==> config.mk <==
export PLATFORM = sky130hd
export DESIGN_NAME = johnson_bcd_rx
export DESIGN_NICKNAME = d
export VERILOG_FILES = /design/src/rtl/johnson_bcd_pkg.sv /design/src/rtl/johnson_bcd_rx_johnson5_to_bcd.sv /design/src/rtl/johnson_bcd_rx.sv
export SDC_FILE = /design/constraint.sdc
export NUM_CORES = 1
export LEC_CHECK = 0
export CORE_ASPECT_RATIO = 1.4
export CORE_MARGIN = 10
export CORE_UTILIZATION = 51
export DETAILED_ROUTE_END_ITERATION = 16
export PLACE_DENSITY = 0.85
export SLEW_MARGIN = 20
export SYNTH_ARGS = -nofsm -noshare
export SYNTH_HDL_FRONTEND = slang
export SYNTH_SLANG_ARGS = --single-unit
export TNS_END_PERCENT = 30
==> constraint.sdc <==
create_clock -name clk -period 2.9 [get_ports clk]
set_clock_uncertainty 0.05 [all_clocks]
set_input_delay 0.58 -clock clk [delete_from_list [all_inputs] [get_ports clk]]
set_output_delay 0.58 -clock clk [all_outputs]
set_load 0.005 [all_outputs]
==> src/rtl/johnson_bcd_pkg.sv <==
// Shared definitions for the 5-line digit code receiver: code table, error marker and FSM states.
package johnson_bcd_pkg;

   localparam logic [4:0] CODE_OF [0:9] = '{
      5'b00000, 5'b00001, 5'b00011, 5'b00111, 5'b01111,
      5'b11111, 5'b11110, 5'b11100, 5'b11000, 5'b10000
   };

   localparam logic [3:0] BCD_ERR = 4'hF;

   typedef enum logic {
      COLLECT = 1'b0,
      HOLD    = 1'b1
   } state_t;

endpackage

==> src/rtl/johnson_bcd_rx_johnson5_to_bcd.sv <==
// Combinational decoder from a 5-line digit code {d1..d5} to BCD, flagging codes outside the table.
module johnson5_to_bcd
   import johnson_bcd_pkg::*;
(
   input  logic [4:0] code,
   output logic [3:0] bcd,
   output logic       invalid
);

   always_comb begin
      bcd     = BCD_ERR;
      invalid = 1'b1;
      for (int i = 0; i < 10; i++) begin
         if (code == CODE_OF[i]) begin
            bcd     = 4'(i);
            invalid = 1'b0;
         end
      end
   end

endmodule

==> src/rtl/johnson_bcd_rx.sv <==
// Receives 5-line digit codes, assembles NDIGITS decoded digits (first digit in the MS nibble)
// into a BCD word and hands it downstream; invalid codes drop the partial word and are counted.
//
//   state   | meaning
//   --------+-----------------------------------------------------------
//   COLLECT | accepting digit codes, filling slot idx of bcd_word
//   HOLD    | complete word presented on bcd_word, waiting for out_ready
module johnson_bcd_rx
   import johnson_bcd_pkg::*;
#(
   parameter int NDIGITS = 4,
   parameter int ERRW    = 8
) (
   input  logic                   clk,
   input  logic                   reset,
   input  logic                   in_valid,
   output logic                   in_ready,
   input  logic [4:0]             code,
   output logic                   out_valid,
   input  logic                   out_ready,
   output logic [4*NDIGITS-1:0]   bcd_word,
   output logic                   err_pulse,
   output logic                   err_sticky,
   output logic [ERRW-1:0]        err_count
);

   localparam int              IDXW     = (NDIGITS > 1) ? $clog2(NDIGITS) : 1;
   localparam logic [IDXW-1:0] LAST_IDX = IDXW'(NDIGITS - 1);

   state_t          state;
   state_t          state_nxt;
   logic [IDXW-1:0] idx;
   logic [3:0]      dec_bcd;
   logic            dec_invalid;
   logic            in_xfer;
   logic            out_xfer;
   logic            in_ready_nxt;
   logic            out_valid_nxt;

   johnson5_to_bcd u_dec (
      .code    (code),
      .bcd     (dec_bcd),
      .invalid (dec_invalid)
   );

   assign in_xfer  = in_valid & in_ready;
   assign out_xfer = out_valid & out_ready;

   always_ff @(posedge clk) begin
      if (!reset) begin
         state     <= COLLECT;
         in_ready  <= 1'b0;
         out_valid <= 1'b0;
      end else begin
         state     <= state_nxt;
         in_ready  <= in_ready_nxt;
         out_valid <= out_valid_nxt;
      end
   end

   always_comb begin
      state_nxt = state;
      case (state)
         COLLECT: if (in_xfer && !dec_invalid && idx == LAST_IDX) state_nxt = HOLD;
         HOLD:    if (out_xfer) state_nxt = COLLECT;
         default: state_nxt = COLLECT;
      endcase
   end

   // Handshake flags are registered from the next state so they stay glitch-free.
   always_comb begin
      in_ready_nxt  = (state_nxt == COLLECT);
      out_valid_nxt = (state_nxt == HOLD);
   end

   always_ff @(posedge clk) begin
      if (!reset) begin
         idx        <= '0;
         bcd_word   <= '0;
         err_pulse  <= 1'b0;
         err_sticky <= 1'b0;
         err_count  <= '0;
      end else begin
         err_pulse <= in_xfer & dec_invalid;
         if (in_xfer) begin
            if (dec_invalid) begin
               idx        <= '0;
               err_sticky <= 1'b1;
               if (err_count != '1) err_count <= err_count + ERRW'(1);
            end else begin
               for (int i = 0; i < NDIGITS; i++) begin
                  if (idx == IDXW'(i)) bcd_word[(NDIGITS-1-i)*4 +: 4] <= dec_bcd;
               end
               idx <= (idx == LAST_IDX) ? '0 : idx + IDXW'(1);
            end
         end
      end
   end

endmodule

==> impl_metrics.csv, run 1 <==
group,metric,value,unit
global_routing,grt_pass1_wl,6.078,mm
final_layout,fillCellCount,222,
routing,post_drt_wl_per_cell,15.79,um
final_layout,drive_above_1_share,0.1005,
floorplan,die_h,82.38,um
place,place_inst,227,
final_layout,antennaDiodeCount,0,
run,max-cap-violations,0,
routing,via_count,1319,
worst_setup_path,cp_slowest_cell,"clkdlybuf4s50_1",
place,dp_hpwl,2.877,mm
power_and_ir_drop,power_density,423.4,nW/um^2
global_routing,grt_max_degree,20,
logic_synthesis,synth_area,1418,sq um
global_routing,track_usage,0.1448,
floorplan,ioPinCount,37,
place,gp_congestion,0.8379,
logic_synthesis,yosysUniqueCellTypes,38,
floorplan,core_area,2643,sq um
clocking,numCtsBuffers,5,
clocking,cts.clk_slew.worst_paths,0.10,ns
hold_path,min_path_type,"reg2reg",
worst_setup_path,critical_path.cell_chain,"clkdlybuf4s50_1 -> mux2_4 -> nor3_2 -> o31ai_2 -> buf_4 -> or3_1 -> a21oi_1",
sta,setup_viol,0,
clocking,cts_tree,"yes",
sta,fmax,438.1,MHz
final_layout,final_common_cell,"clkdlybuf4s50_1",
worst_setup_path,worst_setup_path_start_kind,"input pin",
sta,finalSetupTns,0,ns
logic_synthesis,synth_edf_count,0,
logic_synthesis,ys_warn_count,0,
outcome,status,"completed",
worst_setup_path,r2r-start,"in_ready$_SDFF_PN0_",
floorplan,initial_core_util,0.5365,
worst_setup_path,timing.critical_path.buf_inv,2,
final_layout,area_delta_synth_final,33.63,%
routing,drc,0,
routing,dr.pass1.iters,4,
logic_synthesis,synth.ff_latch_count,30,
power_and_ir_drop,leakagePower,0.7605,nW
logic_synthesis,syn_avg_cell_area,9.029,sq um
hold_path,hp-start,"bcd_word[13]$_SDFFE_PN0P_",
worst_setup_path,path_class,"in2reg",
global_routing,antenna_found_initial,0,
clocking,cts_root_buf,"clkbuf_4",
final_layout,nNetsFinal,212,
place,placed_area,1831,sq um
clocking,clk_latency,0.34,ns
worst_setup_path,crit_start,"code[2]",
floorplan,die_area,5318,sq um
clocking,cts_resized,0,
clocking,postCtsHoldBufs,0,
worst_setup_path,crit_path_max_incr_delay,0.57,ns
clocking,cts_buffer_depth,2,
logic_synthesis,synth_top_cell_by_area,"dfxtp_1",
logic_synthesis,yosys.area.top_type_share,0.4237,
logic_synthesis,async_reset_ff_frac,0,
sta,whs,0.4184,ns
clocking,post_cts_buffers,0,
floorplan,row_count,22,
floorplan,dieWidth,64.56,um
place,io_buffers,36,
final_layout,fin_cells,235,
worst_setup_path,cp.required,3.12,ns
sta,slew_viol_final,0,
sta,worst_pin_slew,0.4814,ns
logic_synthesis,synthTopCellsByArea,"dfxtp_1, mux2i_1, nand2_1",
logic_synthesis,syn_nets,171,
clocking,clock-sinks,30,
worst_setup_path,critPathMaxFanout,8,
sta,final.period_utilization,0.7871,
final_layout,final_area,1894,sq um
routing,final_antenna_net_count,0,
final_layout,seq_area,600.6,sq um
power_and_ir_drop,ir_drop,0.0003206,V
final_layout,multi_input_area,768.2,sq um
clocking,htreeDepth,2,
global_routing,overflow,0,
routing,wl,3.710,mm
logic_synthesis,synth-main-ff-cell,"dfxtp_1",
routing,drt_iter0_drc,33,
worst_setup_path,end_kind,"register",
final_layout,most-common-layout-cells,"clkdlybuf4s50_1, dfxtp_1, nand2_1, mux2i_1, nand3_1",
logic_synthesis,yosysSeqAreaShare,0.4237,
logic_synthesis,syn_inst,157,
worst_setup_path,cp_top_family,"buffers and inverters",
sta,rsz0062_at_grt,"no",
routing,drt-vias-per-instance,5.613,
worst_setup_path,cp.arrival,2.51,ns
sta,period_minus_slack,2.283,ns
sta,hold_violations,0,
sta,slew_headroom,0.6791,
global_routing,grt_pass1_vias,1307,
[cells by family after synthesis]
family | Yosys count | synth area share
adder cells (fa/ha/maj) | 5 | 0.04413
multiplexers | 15 | 0.1094
buffers and inverters | 12 | 0.03442
AND/OR/NAND/NOR | 62 | 0.2251
XOR/XNOR | 2 | 0.01236
flip-flops | 30 | 0.4237
AO/OA/AOI/OAI | 31 | 0.1509
[power by group]
part	switching (mW)	internal (mW)	leakage (nW)
registers	0.00686	0.420	0.243
clock network	0.155	0.116	0.0343
logic	0.0543	0.0497	0.483
total	0.216	0.586	0.761
[flip-flops by register name, indices dropped and copies added (netlist names)]
register	flops
err_count	8
err_sticky	1
idx	2
err_pulse	1
state	1
bcd_word	16
in_ready	1
[per-layer routing]
metal,GRT usage,routed length [um],up-vias
li1,-,-,643
met5,0,0,-
met1,0.1201,1262,621
met2,0.2757,2011,45
met4,0.07082,97,0
met3,0.07547,338,10
[area by class of cell]
cell class	instances	area share
multi-input combinational	115	0.4055
sequential	30	0.3170
timing repair buffer	41	0.2100
clock buffer	6	0.02708
tap	36	0.02378
inverter	5	0.009908
clock inverter	2	0.006605
[synth_stat cells, types with 2 or more instances]
master and count:
nand2b_1 3, or4_1 2, mux2i_1 14, buf_2 3, and3_1 3, a21oi_1 8
or3_1 4, nor4_1 2, o31ai_1 2, ha_1 5, nand4_1 2, inv_1 5
nand3_1 12, o21ai_0 7, o21ai_1 3, a22oi_1 2, dfxtp_1 30, nand2_1 20
clkbuf_1 4, nor2_1 8
[tightest hold or removal path: stages, from the launching register on]
cell	delay, ns
dfxtp_1	0.33
nand2_1	0.05
mux2i_1	0.05
[path summary, 6_finish.rpt]
path                                                   to  slack, ns  depth (start not counted)
worst max-delay path            err_count[3]$_SDFFE_PN0P_       0.62                          7
worst min-delay path            bcd_word[13]$_SDFFE_PN0P_       0.42                          2
worst max register to register  err_count[3]$_SDFFE_PN0P_       1.04                          6
worst min register to register  bcd_word[13]$_SDFFE_PN0P_       0.42                          2
[through the flow]
stage          worst slack [ns]  power [mW]    util
3_3_place_gp             0.3716      0.5349  0.6927
4_1_cts                  0.6279      0.8052  0.7169
3_5_place_dp             0.2807      0.5398  0.6927
6_report                 0.6175      0.8020  0.7169
5_1_grt                  0.5039      0.8341  0.7169
2_1_floorplan            0.8754      0.4901       -
No activity file was read; power rests on OpenSTA's default activity.
==> run 2: changes to the inputs <==
--- a/config.mk
+++ b/config.mk
@@ -7,9 +7,9 @@
 export LEC_CHECK = 0
 export CORE_ASPECT_RATIO = 1.4
 export CORE_MARGIN = 10
-export CORE_UTILIZATION = 51
+export CORE_UTILIZATION = 43
 export DETAILED_ROUTE_END_ITERATION = 16
-export PLACE_DENSITY = 0.85
+export PLACE_DENSITY = 0.77
 export SLEW_MARGIN = 20
 export SYNTH_ARGS = -nofsm -noshare
 export SYNTH_HDL_FRONTEND = slang
==> constraint.sdc (replaced) <==
create_clock -name clk -period 1.95 [get_ports clk]
set_clock_uncertainty 0.05 [all_clocks]
set_input_delay 0.39 -clock clk [delete_from_list [all_inputs] [get_ports clk]]
set_output_delay 0.39 -clock clk [all_outputs]
set_load 0.005 [all_outputs]
==> run 2 against run 1 <==
Power grew 100%. Combinational power grew 84%. Clock-buffer cell count is the same. Cell area grew 15%. Largest cell class unchanged. Sequential share of layout area shrank 4.1 points. Die area grew 13%. Flip-flop and latch count is the same. Hold slack lost 0.0056 ns. Critical path depth is the same. Worst setup slack lost 0.53 ns. Wire length grew 6.5%.
==> impl_metrics.csv, run 2 (synthesis results as in run 1) <==
group,metric,value,unit
routing,drc,0,
worst_setup_path,rr_worst_depth,7,
floorplan,ioPinCount,37,
place,io_buffers,36,
routing,m1WireLength,1.331,mm
power_and_ir_drop,pwr-share-comb,0.119,
power_and_ir_drop,power_density,738.9,nW/um^2
clocking,cts.clk_slew.worst_paths,0.06,ns
place,dp_slack,-0.3449,ns
clocking,cts_tree,"yes",
clocking,clk_latency,0.29,ns
routing,top_layer,"met4",
worst_setup_path,worst_setup_path_start_kind,"input pin",
routing,dr.pass1.iters,4,
global_routing,grt_pass1_vias,1450,
floorplan,core_area,3153,sq um
final_layout,nNetsFinal,232,
worst_setup_path,end_kind,"register",
sta,timing.final.ws_setup,0.08803,ns
place,place_inst,249,
sta,finalSetupTns,0,ns
hold_path,hold_depth,2,
power_and_ir_drop,p_sw,339.5,uW
sta,rsz0062_at_grt,"no",
worst_setup_path,path_class,"in2reg",
worst_setup_path,cp.arrival,2.03,ns
floorplan,initial_core_util,0.4496,
global_routing,grt_max_degree,20,
clocking,cts_root_buf,"clkbuf_8",
final_layout,antennaDiodeCount,0,
sta,hold_violations,0,
clocking,postCtsHoldBufs,0,
floorplan,dieWidth,68.53,um
routing,drt_iter0_drc,87,
clocking,clock-sinks,30,
sta,whs,0.4127,ns
final_layout,area_delta_synth_final,53.57,%
sta,fmax,537.1,MHz
final_layout,drive_above_1_share,0.2192,
place,dp_hpwl,2.880,mm
sta,period_minus_slack,1.862,ns
global_routing,track_usage,0.1411,
final_layout,fillCellCount,246,
power_and_ir_drop,power,1.609,mW
routing,drt-vias-per-instance,5.516,
run,max-cap-violations,0,
routing,met3WireLength,359,um
clocking,htreeDepth,2,
outcome,status,"completed",
sta,slew_viol_final,0,
global_routing,antenna_found_initial,0,
worst_setup_path,cp.required,2.12,ns
final_layout,most-common-layout-cells,"clkdlybuf4s50_1, dfxtp_1, buf_4, nand2_1, mux2i_1",
routing,via_count,1423,
power_and_ir_drop,p_int,1.269,mW
hold_path,min_path_type,"reg2reg",
clocking,numCtsBuffers,5,
sta,setup_viol,0,
floorplan,row_count,24,
routing,wl_met2,2.147,mm
final_layout,reg_top3,"bcd_word: 16 flops, err_count: 8 flops, idx: 2 flops",
worst_setup_path,critPathMaxFanout,6,
routing,final_antenna_net_count,0,
power_and_ir_drop,p_sw_frac,0.2110,
sta,worst_pin_slew,0.4167,ns
floorplan,die_h,87.94,um
power_and_ir_drop,clkPwrFrac,0.486,
final_layout,final_common_cell,"clkdlybuf4s50_1",
power_and_ir_drop,leakagePower,0.9312,nW
final_layout,largest_reg_flops,16,
clocking,cts_buffer_depth,2,
power_and_ir_drop,seqPwrFrac,0.395,
floorplan,die_area,6026,sq um
routing,wl,3.951,mm
final_layout,largest-register,"bcd_word",
power_and_ir_drop,ir_drop,0.0006620,V
sta,final.period_utilization,0.9549,
place,gp_congestion,0.8009,
global_routing,grt_pass1_wl,6.492,mm
sta,slew_headroom,0.7186,
final_layout,fin_cells,258,
routing,post_drt_wl_per_cell,15.31,um
global_routing,overflow,0,
==> run 2: cell types whose count changed in the layout (fill, tap and decap cells not counted), sizes merged <==
cell           delta
buf              +20
clkdlybuf4s50     -5
dlygate4sd2       +4
bufinv            +2
clkinv            -1
clkinvlp          -1
dlymetal6s2s      +1
==> run 2: area by class of cell <==
class	instances	area (sq um)	area share
multi-input cells	115	820.8	0.3770
flip-flops and latches	30	600.6	0.2759
repair buffers	61	545.5	0.2506
clock buffers	6	82.58	0.03793
clock inverters	2	60.06	0.02759
well taps	39	48.80	0.02241
inverters	5	18.77	0.008621
==> run 2: worst paths after layout <==
| check | startpoint | endpoint | slack (ns) |
|---|---|---|---|
| worst max-delay path | in_valid | err_count[6]$_SDFFE_PN0P_ | 0.09 |
| worst min-delay path | bcd_word[14]$_SDFFE_PN0P_ | bcd_word[14]$_SDFFE_PN0P_ | 0.41 |
| worst max register to register | err_count[0]$_SDFFE_PN0P_ | err_count[6]$_SDFFE_PN0P_ | 0.16 |
| worst min register to register | bcd_word[14]$_SDFFE_PN0P_ | bcd_word[14]$_SDFFE_PN0P_ | 0.41 |
==> run 2: repair_timing <==
item	in CTS	in global routing
gates cloned	0	0
buffers inserted	1	0
resized for setup	8	8
pin swaps	4	4
setup endpoints to repair	5	17
==> run 2: metrics by stage <==
stage | cell area (sq um) | utilization
after global routing | 2177 | 0.6905
after global placement | 1977 | 0.6270
after CTS | 2148 | 0.6813
final | 2177 | 0.6905
after detailed placement | 1977 | 0.6270
after floorplan | 1418 | -
==> run 2: power groups by stage <==
stage | registers [mW] | logic [mW] | clock network [mW]
after floorplan | 0.648 | 0.0806 | 0
after global placement | 0.648 | 0.174 | 0
after detailed placement | 0.649 | 0.179 | 0
after CTS | 0.635 | 0.186 | 0.802
after global routing | 0.637 | 0.210 | 0.827
final | 0.636 | 0.191 | 0.782
==> run 2: routing by layer <==
metal  GRT usage  vias to the layer above
met5           0                        -
met4     0.05872                        0
met3     0.06905                       12
met2      0.2582                       44
met1      0.1247                      686
li1            -                      681
==> run 2: worst max-delay path, stage by stage <==
cell and delay, ns:
clkdlybuf4s50_1 0.50, nand2_2 0.11, a211oi_4 0.24, o31ai_4 0.13
buf_4 0.16, or3_1 0.34, a21oi_1 0.15
